### src/rtl/cache_pkg.sv
// Shared cache-replacement constants and types used by the PLRU way controller
// and its tree logic (I- and D-cache configurations).
package cache_pkg;

  localparam int DEFAULT_NUMBER_WAYS = 8;
  localparam int DEFAULT_NUMBER_SETS = 16;
  localparam int DEFAULT_TREE_NODES  = DEFAULT_NUMBER_WAYS - 1;

  typedef enum logic {
    IDLE  = 1'b0,
    FLUSH = 1'b1
  } plru_state_e;

  // A binary tree over N leaves has N-1 internal nodes.
  function automatic int tree_nodes(input int ways);
    return ways - 1;
  endfunction

endpackage

### src/rtl/plru_way_controller_if.sv
// Lookup/result bus between tag compare (master) and the PLRU way controller (slave).
interface plru_way_controller_if
  import cache_pkg::*;
#(
  parameter int NUMBER_WAYS = DEFAULT_NUMBER_WAYS,
  parameter int NUMBER_SETS = DEFAULT_NUMBER_SETS
) ();

  localparam int SET_PTR_WIDTH = $clog2(NUMBER_SETS);

  logic                     access_valid_in;
  logic                     access_ready_out;
  logic [SET_PTR_WIDTH-1:0] access_set_in;
  logic                     access_hit_in;
  logic [NUMBER_WAYS-1:0]   access_hit_way_in;
  logic [NUMBER_WAYS-1:0]   valid_ways_in;
  logic                     flush_in;
  logic                     result_valid_out;
  logic [NUMBER_WAYS-1:0]   result_way_out;
  logic                     result_is_victim_out;
  logic                     error_out;

  modport master (
    output access_valid_in, access_set_in, access_hit_in, access_hit_way_in,
           valid_ways_in, flush_in,
    input  access_ready_out, result_valid_out, result_way_out,
           result_is_victim_out, error_out
  );

  modport slave (
    input  access_valid_in, access_set_in, access_hit_in, access_hit_way_in,
           valid_ways_in, flush_in,
    output access_ready_out, result_valid_out, result_way_out,
           result_is_victim_out, error_out
  );

endinterface

### src/rtl/plru_tree_logic.sv
// Combinational tree-PLRU logic for one set: victim lookup by tree walk and
// next tree state after an access to a given one-hot way.
module plru_tree_logic
  import cache_pkg::*;
#(
  parameter int NUMBER_WAYS = DEFAULT_NUMBER_WAYS
) (
  input  logic [NUMBER_WAYS-2:0] tree_bits_i,
  input  logic [NUMBER_WAYS-1:0] access_way_i,
  output logic [NUMBER_WAYS-1:0] victim_way_o,
  output logic [NUMBER_WAYS-2:0] tree_next_o
);

  localparam int LEVELS = $clog2(NUMBER_WAYS);

  genvar gi, gj;

  // Exactly one leaf has a path whose directions agree with every node bit on it.
  for (gi = 0; gi < NUMBER_WAYS; gi++) begin : gen_victim
    logic [LEVELS-1:0] path_match;
    for (gj = 0; gj < LEVELS; gj++) begin : gen_level
      localparam int NODE = (1 << gj) - 1 + (gi >> (LEVELS - gj));
      localparam bit DIR  = 1'((gi >> (LEVELS - 1 - gj)) & 1);
      assign path_match[gj] = (tree_bits_i[NODE] == DIR);
    end
    assign victim_way_o[gi] = &path_match;
  end

  // Each node points away from whichever half of its subtree was just accessed.
  for (gi = 0; gi < LEVELS; gi++) begin : gen_node_level
    for (gj = 0; gj < (1 << gi); gj++) begin : gen_node
      localparam int NODE = (1 << gi) - 1 + gj;
      localparam int HALF = NUMBER_WAYS >> (gi + 1);
      localparam int LO   = gj * 2 * HALF;
      logic in_left;
      logic in_right;
      assign in_left  = |access_way_i[LO +: HALF];
      assign in_right = |access_way_i[LO + HALF +: HALF];
      assign tree_next_o[NODE] = in_left  ? 1'b1 :
                                 in_right ? 1'b0 : tree_bits_i[NODE];
    end
  end

endmodule

### src/rtl/plru_way_controller.sv
// Per-set tree pseudo-LRU way controller: one-hot way select (hit way or victim)
// one cycle after each accepted lookup, plus a set-by-set flush sweep.
module plru_way_controller
  import cache_pkg::*;
#(
  parameter int NUMBER_WAYS = DEFAULT_NUMBER_WAYS,
  parameter int NUMBER_SETS = DEFAULT_NUMBER_SETS
) (
  input logic                  clk_in,
  input logic                  reset_in,
  plru_way_controller_if.slave bus_if
);

  localparam int SET_PTR_WIDTH = $clog2(NUMBER_SETS);
  localparam int TREE_NODES    = tree_nodes(NUMBER_WAYS);
  localparam logic [SET_PTR_WIDTH-1:0] LAST_SET = SET_PTR_WIDTH'(NUMBER_SETS - 1);

  plru_state_e              state_q, state_d;
  logic [SET_PTR_WIDTH-1:0] sweep_q, sweep_d;
  logic [TREE_NODES-1:0]    tree_q [NUMBER_SETS];

  logic                     ready;
  logic                     accept;
  logic                     hit_onehot;
  logic                     hit_error;
  logic                     tree_write;
  logic [TREE_NODES-1:0]    tree_cur;
  logic [TREE_NODES-1:0]    tree_next;
  logic [NUMBER_WAYS-1:0]   hit_way;
  logic [NUMBER_WAYS-1:0]   valid_ways;
  logic [NUMBER_WAYS-1:0]   tree_victim;
  logic [NUMBER_WAYS-1:0]   free_way;
  logic [NUMBER_WAYS-1:0]   access_way;
  logic [NUMBER_WAYS-1:0]   result_way_d;

  logic                     result_valid_q;
  logic [NUMBER_WAYS-1:0]   result_way_q;
  logic                     result_is_victim_q;
  logic                     error_q;

  assign ready      = (state_q == IDLE);
  assign accept     = bus_if.access_valid_in && ready;
  assign hit_way    = bus_if.access_hit_way_in;
  assign valid_ways = bus_if.valid_ways_in;

  assign hit_onehot = (hit_way != '0) &&
                      ((hit_way & (hit_way - NUMBER_WAYS'(1))) == '0);
  assign hit_error  = bus_if.access_hit_in && !hit_onehot;

  // Lowest clear bit of the valid mask: ~v & (v + 1).
  assign free_way   = ~valid_ways & (valid_ways + NUMBER_WAYS'(1));

  // Combinational read so a same-set lookup next cycle sees this cycle's write.
  assign tree_cur   = tree_q[bus_if.access_set_in];

  plru_tree_logic #(
    .NUMBER_WAYS (NUMBER_WAYS)
  ) u_tree_logic (
    .tree_bits_i  (tree_cur),
    .access_way_i (access_way),
    .victim_way_o (tree_victim),
    .tree_next_o  (tree_next)
  );

  always_comb begin
    access_way = '0;
    if (bus_if.access_hit_in) begin
      access_way = hit_way;
    end else if (&valid_ways) begin
      access_way = tree_victim;
    end else begin
      access_way = free_way;
    end
  end

  assign result_way_d = hit_error ? '0 : access_way;
  assign tree_write   = accept && !hit_error;

  always_comb begin
    state_d = state_q;
    sweep_d = sweep_q;
    case (state_q)
      IDLE: begin
        if (bus_if.flush_in) begin
          state_d = FLUSH;
          sweep_d = '0;
        end
      end
      FLUSH: begin
        sweep_d = sweep_q + SET_PTR_WIDTH'(1);
        if (sweep_q == LAST_SET) begin
          state_d = IDLE;
        end
      end
      default: state_d = IDLE;
    endcase
  end

  always_ff @(posedge clk_in) begin
    if (reset_in) begin
      state_q            <= IDLE;
      sweep_q            <= '0;
      result_valid_q     <= 1'b0;
      result_way_q       <= '0;
      result_is_victim_q <= 1'b0;
      error_q            <= 1'b0;
      for (int s = 0; s < NUMBER_SETS; s++) begin
        tree_q[s] <= '0;
      end
    end else begin
      state_q        <= state_d;
      sweep_q        <= sweep_d;
      result_valid_q <= accept;
      error_q        <= accept && hit_error;
      if (accept) begin
        result_way_q       <= result_way_d;
        result_is_victim_q <= !bus_if.access_hit_in;
      end
      if (state_q == FLUSH) begin
        tree_q[sweep_q] <= '0;
      end else if (tree_write) begin
        tree_q[bus_if.access_set_in] <= tree_next;
      end
    end
  end

  assign bus_if.access_ready_out     = ready;
  assign bus_if.result_valid_out     = result_valid_q;
  assign bus_if.result_way_out       = result_way_q;
  assign bus_if.result_is_victim_out = result_is_victim_q;
  assign bus_if.error_out            = error_q;

endmodule

### src/flat_wrapper.sv
// flat-port wrapper written by rule: the top's interface ports become plain ports
module plru_way_controller_flat import cache_pkg::*;
#(
  parameter int NUMBER_WAYS = DEFAULT_NUMBER_WAYS,
  parameter int NUMBER_SETS = DEFAULT_NUMBER_SETS
)
  (clk_in, reset_in, bus_if_access_valid_in, bus_if_access_set_in, bus_if_access_hit_in, bus_if_access_hit_way_in, bus_if_valid_ways_in, bus_if_flush_in, bus_if_access_ready_out, bus_if_result_valid_out, bus_if_result_way_out, bus_if_result_is_victim_out, bus_if_error_out);
  plru_way_controller_if #(.NUMBER_WAYS(NUMBER_WAYS), .NUMBER_SETS(NUMBER_SETS)) bus_if_i ();
  input logic clk_in;
  input logic reset_in;
  input wire logic [$bits(bus_if_i.access_valid_in)-1:0] bus_if_access_valid_in;
  input wire logic [$bits(bus_if_i.access_set_in)-1:0] bus_if_access_set_in;
  input wire logic [$bits(bus_if_i.access_hit_in)-1:0] bus_if_access_hit_in;
  input wire logic [$bits(bus_if_i.access_hit_way_in)-1:0] bus_if_access_hit_way_in;
  input wire logic [$bits(bus_if_i.valid_ways_in)-1:0] bus_if_valid_ways_in;
  input wire logic [$bits(bus_if_i.flush_in)-1:0] bus_if_flush_in;
  output wire logic [$bits(bus_if_i.access_ready_out)-1:0] bus_if_access_ready_out;
  output wire logic [$bits(bus_if_i.result_valid_out)-1:0] bus_if_result_valid_out;
  output wire logic [$bits(bus_if_i.result_way_out)-1:0] bus_if_result_way_out;
  output wire logic [$bits(bus_if_i.result_is_victim_out)-1:0] bus_if_result_is_victim_out;
  output wire logic [$bits(bus_if_i.error_out)-1:0] bus_if_error_out;
  assign bus_if_i.access_valid_in = bus_if_access_valid_in;
  assign bus_if_i.access_set_in = bus_if_access_set_in;
  assign bus_if_i.access_hit_in = bus_if_access_hit_in;
  assign bus_if_i.access_hit_way_in = bus_if_access_hit_way_in;
  assign bus_if_i.valid_ways_in = bus_if_valid_ways_in;
  assign bus_if_i.flush_in = bus_if_flush_in;
  assign bus_if_access_ready_out = bus_if_i.access_ready_out;
  assign bus_if_result_valid_out = bus_if_i.result_valid_out;
  assign bus_if_result_way_out = bus_if_i.result_way_out;
  assign bus_if_result_is_victim_out = bus_if_i.result_is_victim_out;
  assign bus_if_error_out = bus_if_i.error_out;
  plru_way_controller #(.NUMBER_WAYS(NUMBER_WAYS), .NUMBER_SETS(NUMBER_SETS)) u_core (.clk_in(clk_in), .reset_in(reset_in), .bus_if(bus_if_i));
endmodule
### config.mk
export PLATFORM = sky130hd
export DESIGN_NAME = plru_way_controller_flat
export DESIGN_NICKNAME = d
export VERILOG_FILES = /design/src/rtl/cache_pkg.sv /design/src/rtl/plru_way_controller_if.sv /design/src/rtl/plru_tree_logic.sv /design/src/rtl/plru_way_controller.sv /design/src/flat_wrapper.sv
export SDC_FILE = /design/constraint.sdc
export NUM_CORES = 1
export LEC_CHECK = 0
export ABC_AREA = 1
export CORE_ASPECT_RATIO = 1.5
export CORE_UTILIZATION = 55
export DETAILED_ROUTE_END_ITERATION = 10
export PLACE_DENSITY = 0.77
export SLEW_MARGIN = 30
export SYNTH_ARGS = -nofsm -noshare
export SYNTH_HDL_FRONTEND = slang
export SYNTH_HIERARCHICAL = 1
export SYNTH_SLANG_ARGS = --single-unit
### constraint.sdc
create_clock -name clk_in -period 3.2 [get_ports clk_in]
set_input_delay 0.64 -clock clk_in [delete_from_list [all_inputs] [get_ports clk_in]]
set_output_delay 0.64 -clock clk_in [all_outputs]
set_load 0.01 [all_outputs]
# ---- Yosys cells after proc, flatten, opt, wreduce, memory -nomap -nowiden
# Memories as Yosys holds them, arrays and structs flattened.
# Cells that the tools add are included.
dict set report classes {
  mux 37
  n_reduce_logical 27
  bitwise 11
  n_eq_ne 2
  n_addsub 3
}
# operator count
set op_table {}
lappend op_table {{$mux 1} 27}
lappend op_table {{$mux 8} 3}
lappend op_table {{$reduce_and 3->1} 8}
lappend op_table {{$and 8x8->8} 2}
lappend op_table {{$mux 7} 2}
lappend op_table {{$reduce_or 7->1} 2}
lappend op_table {{$mux 4} 3}
lappend op_table {{$add 8x1->8 const B} 1}
lappend op_table {{$logic_not 8->1} 1}
lappend op_table {{$not 1->1} 8}
lappend op_table {{$not 8->8} 1}
lappend op_table {{$pmux 4 s2} 1}
lappend op_table {{$reduce_and 8->1} 1}
lappend op_table {{$reduce_bool 8->1} 1}
lappend op_table {{$reduce_or 2->1} 4}
lappend op_table {{$reduce_or 4->1} 2}
lappend op_table {{$sub 8x1->8 const B} 1}
lappend op_table {{$logic_and 1x1->1} 5}
lappend op_table {{$add 4x1->4 const B} 1}
lappend op_table {{$eq 4x4->1 const B} 1}
lappend op_table {{$logic_not 1->1} 3}
lappend op_table {{$ne 2x2->1 const B} 1}
lappend op_table {{$pmux 1 s2} 1}
dict set report totals {
  n_memories 1
  ramBits 112
  register_bits 16
  inputBits 25
}
# memory words word_bits read_ports rd_ports_with_merged_regs wr line
set mem_list {}
lappend mem_list {u_core.tree_q 16 7 1 0 16 plru_way_controller.sv:20} ;# logic [TREE_NODES-1:0] tree_q [NUMBER_SETS];

# ---- Depth between registers and ports, before layout
dict set report depth {
  ltp_word 14
  mapped_depth 19
  ltp_nobuf 16
}

# ---- Cells and area by module
# Netlist, hierarchy kept.
# module cells_each seq_area_each_um2 n_inst area_per_inst_um2
set by_module_without_submodules {}
lappend by_module_without_submodules {plru_way_controller 643 3683.5 1 6998.0}
lappend by_module_without_submodules {plru_tree_logic 34 0.0 1 165.2}

# ---- Worst setup path after synthesis
# OpenSTA, ideal clock, no wires.
dict set report synth_timing {
  path_kind {input -> register}
  startpoint {input port bus_if_access_set_in[0]}
  endpoint {memory u_core/tree_q[0][0] (netlist name), data pin}
  arrival_time_ns 2.899
  setup_slack_ns 0.038
  cell_stages 17
  required_ns 2.937
  setup_ns 0.263
  cell_sequence {inv_1 clkbuf_1 clkbuf_1 o21ai_0 o221ai_1 nand3_1 nand2_1 inv_2 nor3_2 a21oi_1 o21ai_0 nor2_1 nand3_1 nand2_1 nand2_2 buf_4 nor3_2}
}
# element line
set synth_rtl {}
lappend synth_rtl {{start, declared} flat_wrapper.sv:12} ;# input wire logic [$bits(bus_if_i.access_set_in)-1:0] bus_if_access_set_in;
lappend synth_rtl {{end, declared} plru_way_controller.sv:20}

==> impl_metrics.env <==
export IMPL_die_area_mm2=0.0135
export IMPL_htree_levels=4
export IMPL_slew_violations=0
export IMPL_worst_setup_path_end_kind="flip-flop"
export IMPL_muxShareOfSynthArea=0
export IMPL_clkTransAtPathRegs_ps=50
export IMPL_synth_commonest_cells="nor3_2 (114), edfxtp_1 (112), nor2_1 (71), o21ai_0 (71), nand2_1 (63)"
export IMPL_irDropWorstVdd_mv=0.319
export IMPL_synth_edf_count=112
export IMPL_netlist_area_leader_share=0.470
export IMPL_drcViolationCount=0
export IMPL_cts_tree="done"
export IMPL_grt_overflow_total=0
export IMPL_utilization=0.722
export IMPL_finClkSkew_ps=7.63
export IMPL_place_gp_congestion=0.922
export IMPL_yosysUniqueCellTypes=37
export IMPL_syn_area_mm2=0.00716
export IMPL_grt_pass1_wl_um=31500
export IMPL_ys_flop_type="edfxtp_1"
export IMPL_finalWorstSetupSlack_ps=124
export IMPL_r2r_slack_ps=470
export IMPL_grt_usage=0.320
export IMPL_clockBufferDepth=2
export IMPL_min_from="u_core/bus_if.result_way_out[0]"
export IMPL_coreArea_mm2=0.0126
export IMPL_firstDrtPassIters=7
export IMPL_placementRows=50
export IMPL_cts_sinks=128
export IMPL_arrival_ps=3330
export IMPL_period_minus_slack_ps=3080
export IMPL_dp_cells=920
export IMPL_cts_root_buf="clkbuf_16"
export IMPL_antenna_left=0
export IMPL_antenna_found_initial=0
export IMPL_run_status="finished clean"
export IMPL_grt_max_degree=26
export IMPL_max_slew_margin_rel=0.498
export IMPL_drive_gt1_frac=0.368
export IMPL_vias=6137
export IMPL_final_net_count=814
export IMPL_cp_start_kind="input pin"
export IMPL_syn_avg_cell_area_um2=10.6
export IMPL_min_path_type="reg -> reg"
export IMPL_synthSimpleGateAreaFrac=0.291
export IMPL_rsz0062_at_grt="false"
export IMPL_synth_compound_area_share=0.118
export IMPL_die_y_um=142
export IMPL_grt_pass1_vias=6025
export IMPL_required_ps=3460
export IMPL_synth_seq_cells=128
export IMPL_fmax_mhz=325
export IMPL_synth_area_leader_cell="edfxtp_1"
export IMPL_cts_buffers_inserted=17
export IMPL_wl_um=21300
export IMPL_place_area_mm2=0.00833
export IMPL_p_per_area_mw_per_mm2=493
export IMPL_stdcell_area_mm2=0.00907
export IMPL_maxCapViolations=0
export IMPL_min_period_over_period=0.961
export IMPL_async_reset_ff_frac=0
export IMPL_path_max_fanout=12
export IMPL_yosys_warnings=6
export IMPL_ys_seq_area_frac=0.514
export IMPL_viasPerCell=6.41
export IMPL_synth_top_family_by_area="simple AND/OR/NAND/NOR gates"
export IMPL_top_level_ports=37
export IMPL_reg2reg_from="u_core/tree_q[1][1]"
export IMPL_tightest_slew_ps=752
export IMPL_critical_path_class="in -> reg"
export IMPL_port_buffers=36
export IMPL_dr_first_iter_drc_count=646
export IMPL_pre_cts_ws_ps=-480
export IMPL_syn_inst=677
export IMPL_wl_per_cell_um=22.2
export IMPL_hold_viol_final=0
export IMPL_final_cells=957
export IMPL_die_width_um=95.2
export IMPL_power_leakage_nw=3.14
export IMPL_startpoint="bus_if_access_set_in[2]"
export IMPL_setup_viol=0
export IMPL_diodes=0
export IMPL_dpl_hpwl_um=13900
export IMPL_syn_num_nets=703
export IMPL_wl_met1_um=7190
export IMPL_dr_wl_met3_um=1740
export IMPL_start_util=0.570
export IMPL_holdWs_ps=460
export IMPL_synth_xor_area_share=0.00122
export IMPL_synthAdderAreaFrac=0.00175
export IMPL_wl_met2_um=10800
export IMPL_clkLatencyLatePin_ps=410
export IMPL_synth_area_leaders="edfxtp_1 (47%), nor3_2 (16%), o21ai_0 (5.0%)"
export IMPL_yosysMostFrequentCell="nor3_2"
export IMPL_top_layer="met4"
export IMPL_area_delta_synth_final_pct=26.7
per-layer routing:
layer,vias to the layer above,GRT usage
met5,-,0
met4,0,0.241
met3,140,0.0659
met2,417,0.541
met1,2921,0.344
li1,2659,-
state kept, by name (all words and copies together), names as in the netlist:
| register | count |
|---|---|
| u_core/bus_if.error_out | 1 |
| u_core/bus_if.result_is_victim_out | 1 |
| u_core/tree_q | 112 |
| u_core/bus_if.result_valid_out | 1 |
| u_core/sweep_q | 4 |
| u_core/state_q | 1 |
| u_core/bus_if.result_way_out | 8 |
repair_timing:
| action | in CTS | in global routing |
|---|---|---|
| setup endpoints to repair | 80 | 103 |
| pin swaps | 4 | 5 |
| hold endpoints to repair | 0 | 0 |
| hold buffers | 0 | 0 |
| setup buffers | 1 | 3 |
| gates cloned | 1 | 0 |
| gates resized for setup | 12 | 19 |
metrics by stage:
step                      power [mW]  setup TNS, ps
after floorplan                 2.23              0
after global placement          2.47         -42140
after detailed placement        2.48         -44850
after CTS                       4.45              0
after global routing            4.59              0
final                           4.48              0
cells in the final DEF, fill, tap and decap left out, drive strengths merged:
master	n
nor4	1
nand2	80
o21ai	81
a21oi	17
dlymetal6s2s	1
clkbuf	20
a22oi	1
nor3	124
a211oi	2
bufinv	4
clkdlybuf4s50	34
clkinv	8
edfxtp	112
o22ai	7
dfxtp	16
o21bai	3
o211ai	7
xor2	1
ha	1
nand3	32
inv	34
o221ai	22
a31oi	2
nor2	74
buf	115
clkinvlp	2
cells by family (layout without fill, tap and decap cells):
group / count (synthesis) / in the layout
compound gates: 142 / 142
xor+xnor: 1 / 1
fa+ha+maj: 1 / 1
buf+inv: 94 / 218
flops: 128 / 128
simple gates: 311 / 311
path summary, 6_finish.rpt:
| path | end | depth (start not counted) |
|---|---|---|
| setup / recovery | u_core/tree_q[8][1] | 16 |
| hold / removal | u_core/bus_if.result_way_out[0] | 2 |
| setup reg to reg | u_core/tree_q[8][1] | 15 |
| hold reg to reg | u_core/bus_if.result_way_out[0] | 2 |
power breakdown:
part	internal (mW)	switching, mW	total [mW]
Clock	1.29	0.688	1.98
Sequential	1.87	0.0255	1.90
Combinational	0.232	0.369	0.602
cell type report:
class	count	area, um^2
Tap cell	156	195
Multi-Input combinational cell	455	3010
Sequential cell	128	3680
Fill cell	774	3500
Timing Repair Buffer	151	1450
Clock inverter	13	169
Clock buffer	19	433
Inverter	35	139
worst max-delay path, cell delays in order:
cell	delay [ps]
clkdlybuf4s50_1	560
buf_8	180
o221ai_1	150
nand3_1	160
nand2_1	110
buf_4	170
nor3_1	210
nand2_1	120
a31oi_4	220
inv_1	70
nand2_1	80
inv_1	50
o21ai_0	110
nand2_2	150
buf_12	180
nor3_2	160
Power figures use the tool's default switching activity.
